**config.mk**
```make
export PLATFORM = sky130hd
export DESIGN_NAME = resta_sync
export DESIGN_NICKNAME = d
export VERILOG_FILES = /design/src/rtl/resta_pkg.sv /design/src/rtl/resta_core.sv /design/src/rtl/resta_sync.sv
export SDC_FILE = /design/constraint.sdc
export NUM_CORES = 1
export LEC_CHECK = 0
export CAP_MARGIN = 20
export CORE_AREA = 2 2 39 41
export CTS_BUF_LIST = sky130_fd_sc_hd__clkbuf_4 sky130_fd_sc_hd__clkbuf_8
export CTS_CLUSTER_DIAMETER = 100
export DETAILED_ROUTE_END_ITERATION = 7
export DIE_AREA = 0 0 41 43
export PLACE_DENSITY = 0.64
export SYNTH_ARGS = -nofsm -noshare
export SYNTH_HDL_FRONTEND = slang
export SYNTH_SLANG_ARGS = --single-unit
export TNS_END_PERCENT = 100
```
**constraint.sdc**
```tcl
create_clock -name clk -period 2.4 [get_ports clk]
set_input_delay 0.72 -clock clk [delete_from_list [all_inputs] [get_ports clk]]
set_output_delay 0.72 -clock clk [all_outputs]
set_load 0.05 [all_outputs]
```
**src/rtl/resta_pkg.sv**
```systemverilog
// resta_pkg: shared width default and status-flag layout for the subtraction unit.
package resta_pkg;
    localparam int RESTA_WIDTH_DEFAULT = 4;
    typedef struct packed {
        logic borrow;
        logic zero;
        logic neg;
        logic ovf;
    } resta_flags_t;
    localparam resta_flags_t RESTA_FLAGS_RST = '{borrow: 1'b0, zero: 1'b1, neg: 1'b0, ovf: 1'b0};
endpackage

```
**src/rtl/resta_core.sv**
```systemverilog
// resta_core: combinational ripple-borrow subtractor built from full-subtractor cells.
module resta_core #(
    parameter int WIDTH = 4
) (
    input  logic [WIDTH-1:0] a,
    input  logic [WIDTH-1:0] b,
    output logic [WIDTH-1:0] diff,
    output logic             borrow
);
    logic [WIDTH:0] br;
    assign br[0] = 1'b0;
    for (genvar i = 0; i < WIDTH; i++) begin : g_bit
        assign diff[i]  = a[i] ^ b[i] ^ br[i];
        assign br[i+1]  = (~a[i] & b[i]) | (~(a[i] ^ b[i]) & br[i]);
    end
    assign borrow = br[WIDTH];
endmodule

```
**src/rtl/resta_sync.sv**
```systemverilog
// resta_sync: registered two's-complement subtractor with borrow/zero/neg/ovf flags.
module resta_sync
    import resta_pkg::*;
#(
    parameter int WIDTH = RESTA_WIDTH_DEFAULT
) (
    input  logic             clk,
    input  logic             rst,
    input  logic             in_valid,
    input  logic [WIDTH-1:0] a,
    input  logic [WIDTH-1:0] b,
    output logic [WIDTH-1:0] s,
    output logic             borrow,
    output logic             zero,
    output logic             neg,
    output logic             ovf,
    output logic             out_valid
);
    logic [WIDTH-1:0] diff, s_d, s_q;
    logic             bw, ovf_c, valid_d, valid_q;
    resta_flags_t     flags_d, flags_q;
    resta_core #(.WIDTH(WIDTH)) u_core (.a(a), .b(b), .diff(diff), .borrow(bw));
    assign ovf_c = (a[WIDTH-1] ^ b[WIDTH-1]) & (diff[WIDTH-1] ^ a[WIDTH-1]);
    always_comb begin
        s_d     = in_valid ? diff : s_q;
        flags_d = in_valid ? resta_flags_t'{bw, ~|diff, diff[WIDTH-1], ovf_c} : flags_q;
        valid_d = in_valid;
    end
    always_ff @(posedge clk) begin
        if (rst) begin
            s_q     <= '0;
            flags_q <= RESTA_FLAGS_RST;
            valid_q <= 1'b0;
        end else begin
            s_q     <= s_d;
            flags_q <= flags_d;
            valid_q <= valid_d;
        end
    end
    assign s         = s_q;
    assign borrow    = flags_q.borrow;
    assign zero      = flags_q.zero;
    assign neg       = flags_q.neg;
    assign ovf       = flags_q.ovf;
    assign out_valid = valid_q;
endmodule

```
**Word level (Yosys, flattened, before mapping)**

Index checks and enable logic that the tools add are counted.

- Register bits: 9
- Bits of input ports: 11
- Word-level logic and storage cells: 34

- Bitwise operators: 26
- Reduce and logical (&&, ||, !) cells: 2

Operators with widths:

| kind | number |
|---|---|
| 1-bit bitwise AND | 8 |
| 1-bit bitwise XOR | 8 |
| 1-bit inverter | 7 |
| 4-bit OR reduction | 1 |
| 1-bit OR | 3 |
| 1-bit zero test | 1 |

**Depth between registers and ports, before layout**

Gate-level depths: netlist of run 1.

- Word-level depth: 9
- Gate-level depth with buffers: 8
- Gate-level depth less buffers: 8

**Hierarchy**

A second synthesis of run 1 with hierarchy kept.

- Cells, all modules: 43
- Area, all modules: 411.6 um^2

Modules (own cells, without submodules):

| module | instances | cells each | area an instance (um^2) | sequential area each (um^2) |
|---|---|---|---|---|
| resta_sync | 1 | 29 | 301.5 | 160.2 |
| resta_core | 1 | 14 | 110.1 | 0.0 |

**Least setup slack after synthesis of run 1**

Ideal clock, no wire load.

- Kind: in2reg
- Start point: input port a[0]
- End point: register flags_q (netlist bit zero)
- Data arrival time: 2.536 ns
- Slack: -0.197 ns
- Stages: 8
- Cell sequence: inv_1 ha_1 fa_1 fa_1 inv_1 fa_1 and4b_1 a221o_1

- Longest elaborated chain between the ends: 9

RTL lines:

| element | line | source |
|---|---|---|
| start: declaration | resta_sync.sv:10 | `input logic [WIDTH-1:0] a,` |
| 1-bit inverter | resta_core.sv:14 | `assign br[i+1] = (~a[i] & b[i]) \| (~(a[i] ^ b[i]) & br[i]);` |
| 1-bit bitwise AND (2 in series) | resta_core.sv:14 |  |
| 1-bit OR | resta_core.sv:14 |  |
| 1-bit bitwise AND | resta_core.sv:14 |  |
| 1-bit OR | resta_core.sv:14 |  |
| 1-bit bitwise XOR | resta_core.sv:13 | `assign diff[i] = a[i] ^ b[i] ^ br[i];` |
| net diff[3] | resta_sync.sv:19 | `logic [WIDTH-1:0] diff, s_d, s_q;` |
| 4-bit OR reduction | resta_sync.sv:26 | `flags_d = in_valid ? resta_flags_t'{bw, ~\|diff, diff[WIDTH-1], ovf_c} : flags_q;` |
| 1-bit zero test | resta_sync.sv:26 |  |
| end signal: assignment | resta_sync.sv:36 | `flags_q <= flags_d;` |
| end: declaration | resta_sync.sv:21 | `resta_flags_t flags_d, flags_q;` |

The timed path passes the listed nets, and every way through them passes these cells.
A chain may end at the register's enable or synchronous reset.

**Final worst setup path of run 1**

Ends and elaborated chain as after synthesis.

==> qor.yml, run 1 <==
cp-start-kind: "input port"
vias: 349
placementRows: 14
clk_pin_slew_ns: 0.05
critPathMaxFanout: 3
dpl_worst_slack_ns: -0.744
worstMarginPinSlew_ns: 0.496
numCtsBuffers: 3
grt_util_met2: 0.159
hold-worst-slack_ns: 0.474
clkLatencyLatePin_ns: 0.25
cp_data_arrival_time_ns: 2.57
grt_usage: 0.123
grt_max_degree: 10
cts-root-buf: "clkbuf_4"
cp-end-kind: "flip-flop"
syn-cell-area_um2: 414
cts.sinks: 8
slew_violations: 0
p_leak_nw: 0.303
setup_slack_ns: 0.0206
finalSetupViolCount: 0
clockBufferDepth: 2
grt_pass1_vias: 309
grt_pass1_wl_um: 1360
gr-usage-met3: 0.0995
final_hold_viol_count: 0
stdcell_count: 77
drt-pass1-iter-count: 4
syn_nets: 55
layout.nets: 79
maxCapViolations: 0
most-common-layout-cells: "clkdlybuf4s50_1, dfxtp_1, nor2_1"
cp_slowest_cell: "fa_1"
peakVddDrop_mv: 0.336
critical-path-max-stage-delay_ns: 0.42
synthCells: 39
antenna_found_initial: 0
cts_tree: "yes"
drt_iter0_drc: 4
port_buffers: 19
yosys_warnings: 0
grt_setup_unrepaired: "true"
required_ns: 2.60
yosys.cell_types.count: 16
finalPower_mw: 0.393
path_common_cell: "fa_2"
finClkSkew_ns: 0
diodes: 0
dieArea_um2: 1760
wl_um: 813
period_needed_ns: 2.38
antenna_left: 0
hold_class: "reg2reg"
final_common_cell: "clkdlybuf4s50_1"
initial_utilization: 0.299
drt-vias-per-instance: 4.53
wire_per_inst_um: 10.6
power_density_nw_per_um2: 578
die_x_um: 41
drive_gt1_frac: 0.279
outcome: "finished clean"
setup_tns_ns: 0
gp_congestion: 0.625
criticalPathCategory: "in2reg"
fmaxAchievable_mhz: 420
gr-max-usage-layer: "met2"
core_um2: 1380
h-tree-depth: 1
drc: 0
dpl.cell_count: 74
areaGrowthSynthToFinish_pct: 64.4
synthesis.area_per_instance_um2: 10.6
yosysSeqAreaShare: 0.387
die_h_um: 43
cp_cell_sequence: "buf_8 -> inv_8 -> ha_4 -> fa_2 -> fa_2 -> inv_2 -> fa_1 -> and4b_1 -> a221o_1"
relSlewSlack: 0.668
hpwl_um: 634
grtUsageMet1: 0.141
finalCritPeriodShare: 0.991
grt-ovfl-total: 0
ys_seq_elements: 8
ios: 20
## final cells by class
| type | count | area [um^2] |
|---|---|---|
| tap | 16 | 20.0 |
| inverter | 7 | 36.3 |
| sequential | 8 | 160 |
| clock buffer | 3 | 22.5 |
| fill | 142 | 703 |
| timing repair buffer | 22 | 223 |
| multi-input combinational | 21 | 219 |
## critical path: cells and delay by family
family	cells	cell delay [ns]
buf+inv	3	0.17
simple gates	1	0.27
fa+ha+maj	4	1.29
compound gates	1	0.13
## registers in the layout (all words and copies together) (netlist names)
name       count
borrow         1
out_valid      1
s              4
zero           1
ovf            1
## cells by family (layout without fill, tap and decap cells)
logic type	count (synthesis)	after routing	synth area share
muxes	1	1	0.0242
DFF	8	8	0.387
xor gates and xnor gates	1	1	0.0212
adders and majority gates	5	5	0.205
and+or+nand+nor	8	8	0.0997
AOI/OAI and AO/OA	6	6	0.136
buffers and inverters	10	32	0.127
## Yosys cell counts
| cell | count | area, um^2 |
|---|---|---|
| dfxtp_1 | 8 | 160 |
| inv_1 | 6 | 22.5 |
| nor2_1 | 6 | 22.5 |
| a211oi_1 | 4 | 30.0 |
| fa_1 | 3 | 60.1 |
| ha_1 | 2 | 25.0 |
| a221o_1 | 1 | 10.0 |
| and4b_1 | 1 | 10.0 |
| buf_2 | 1 | 5.00 |
| buf_4 | 1 | 7.51 |
| buf_6 | 1 | 11.3 |
| inv_4 | 1 | 6.26 |
| mux2i_1 | 1 | 10.0 |
| o41ai_2 | 1 | 16.3 |
| or3b_1 | 1 | 8.76 |
| xnor2_1 | 1 | 8.76 |
## worst paths after layout
kind              start   end  cells past startpoint  slack (ns)
setup / recovery   a[0]  zero                      9        0.02
hold / removal     s[1]  s[1]                      2        0.47
setup reg to reg    ovf   ovf                      2        1.57
hold reg to reg    s[1]  s[1]                      2        0.47
## where the power goes
group          internal (mW)  switching (mW)
sequential             0.144         0.00544
combinational         0.0620          0.0819
clock                 0.0570          0.0427
total                  0.263           0.130
## routing by layer
metal	wire length, um	vias to the layer above
li1	-	176
met1	326	157
met2	389	14
met3	83	2
met4	14	0
met5	0	-
## repair_timing
action                                  CTS  global route
pin swaps                                 5             1
endpoints found under the hold margin     0             0
gates resized for setup                  15             4
hold buffers                              0             0
setup buffers                             0             0
endpoints found under the setup margin    3             2
## metrics by stage
step	cell area (um^2)	utilization
floorplan	439	-
global placement	648	0.468
detailed placement	648	0.468
CTS	674	0.487
global route	681	0.492
finish	681	0.492
No activity file was read; power rests on OpenSTA's default activity.
==> inputs of run 2 (changes only) <==
SLEW_MARGIN = 20   (was not set)
TNS_END_PERCENT = 10   (was 100)
==> results of run 2 <==
No change in the layout: final DEF, timing and power equal those of run 1.
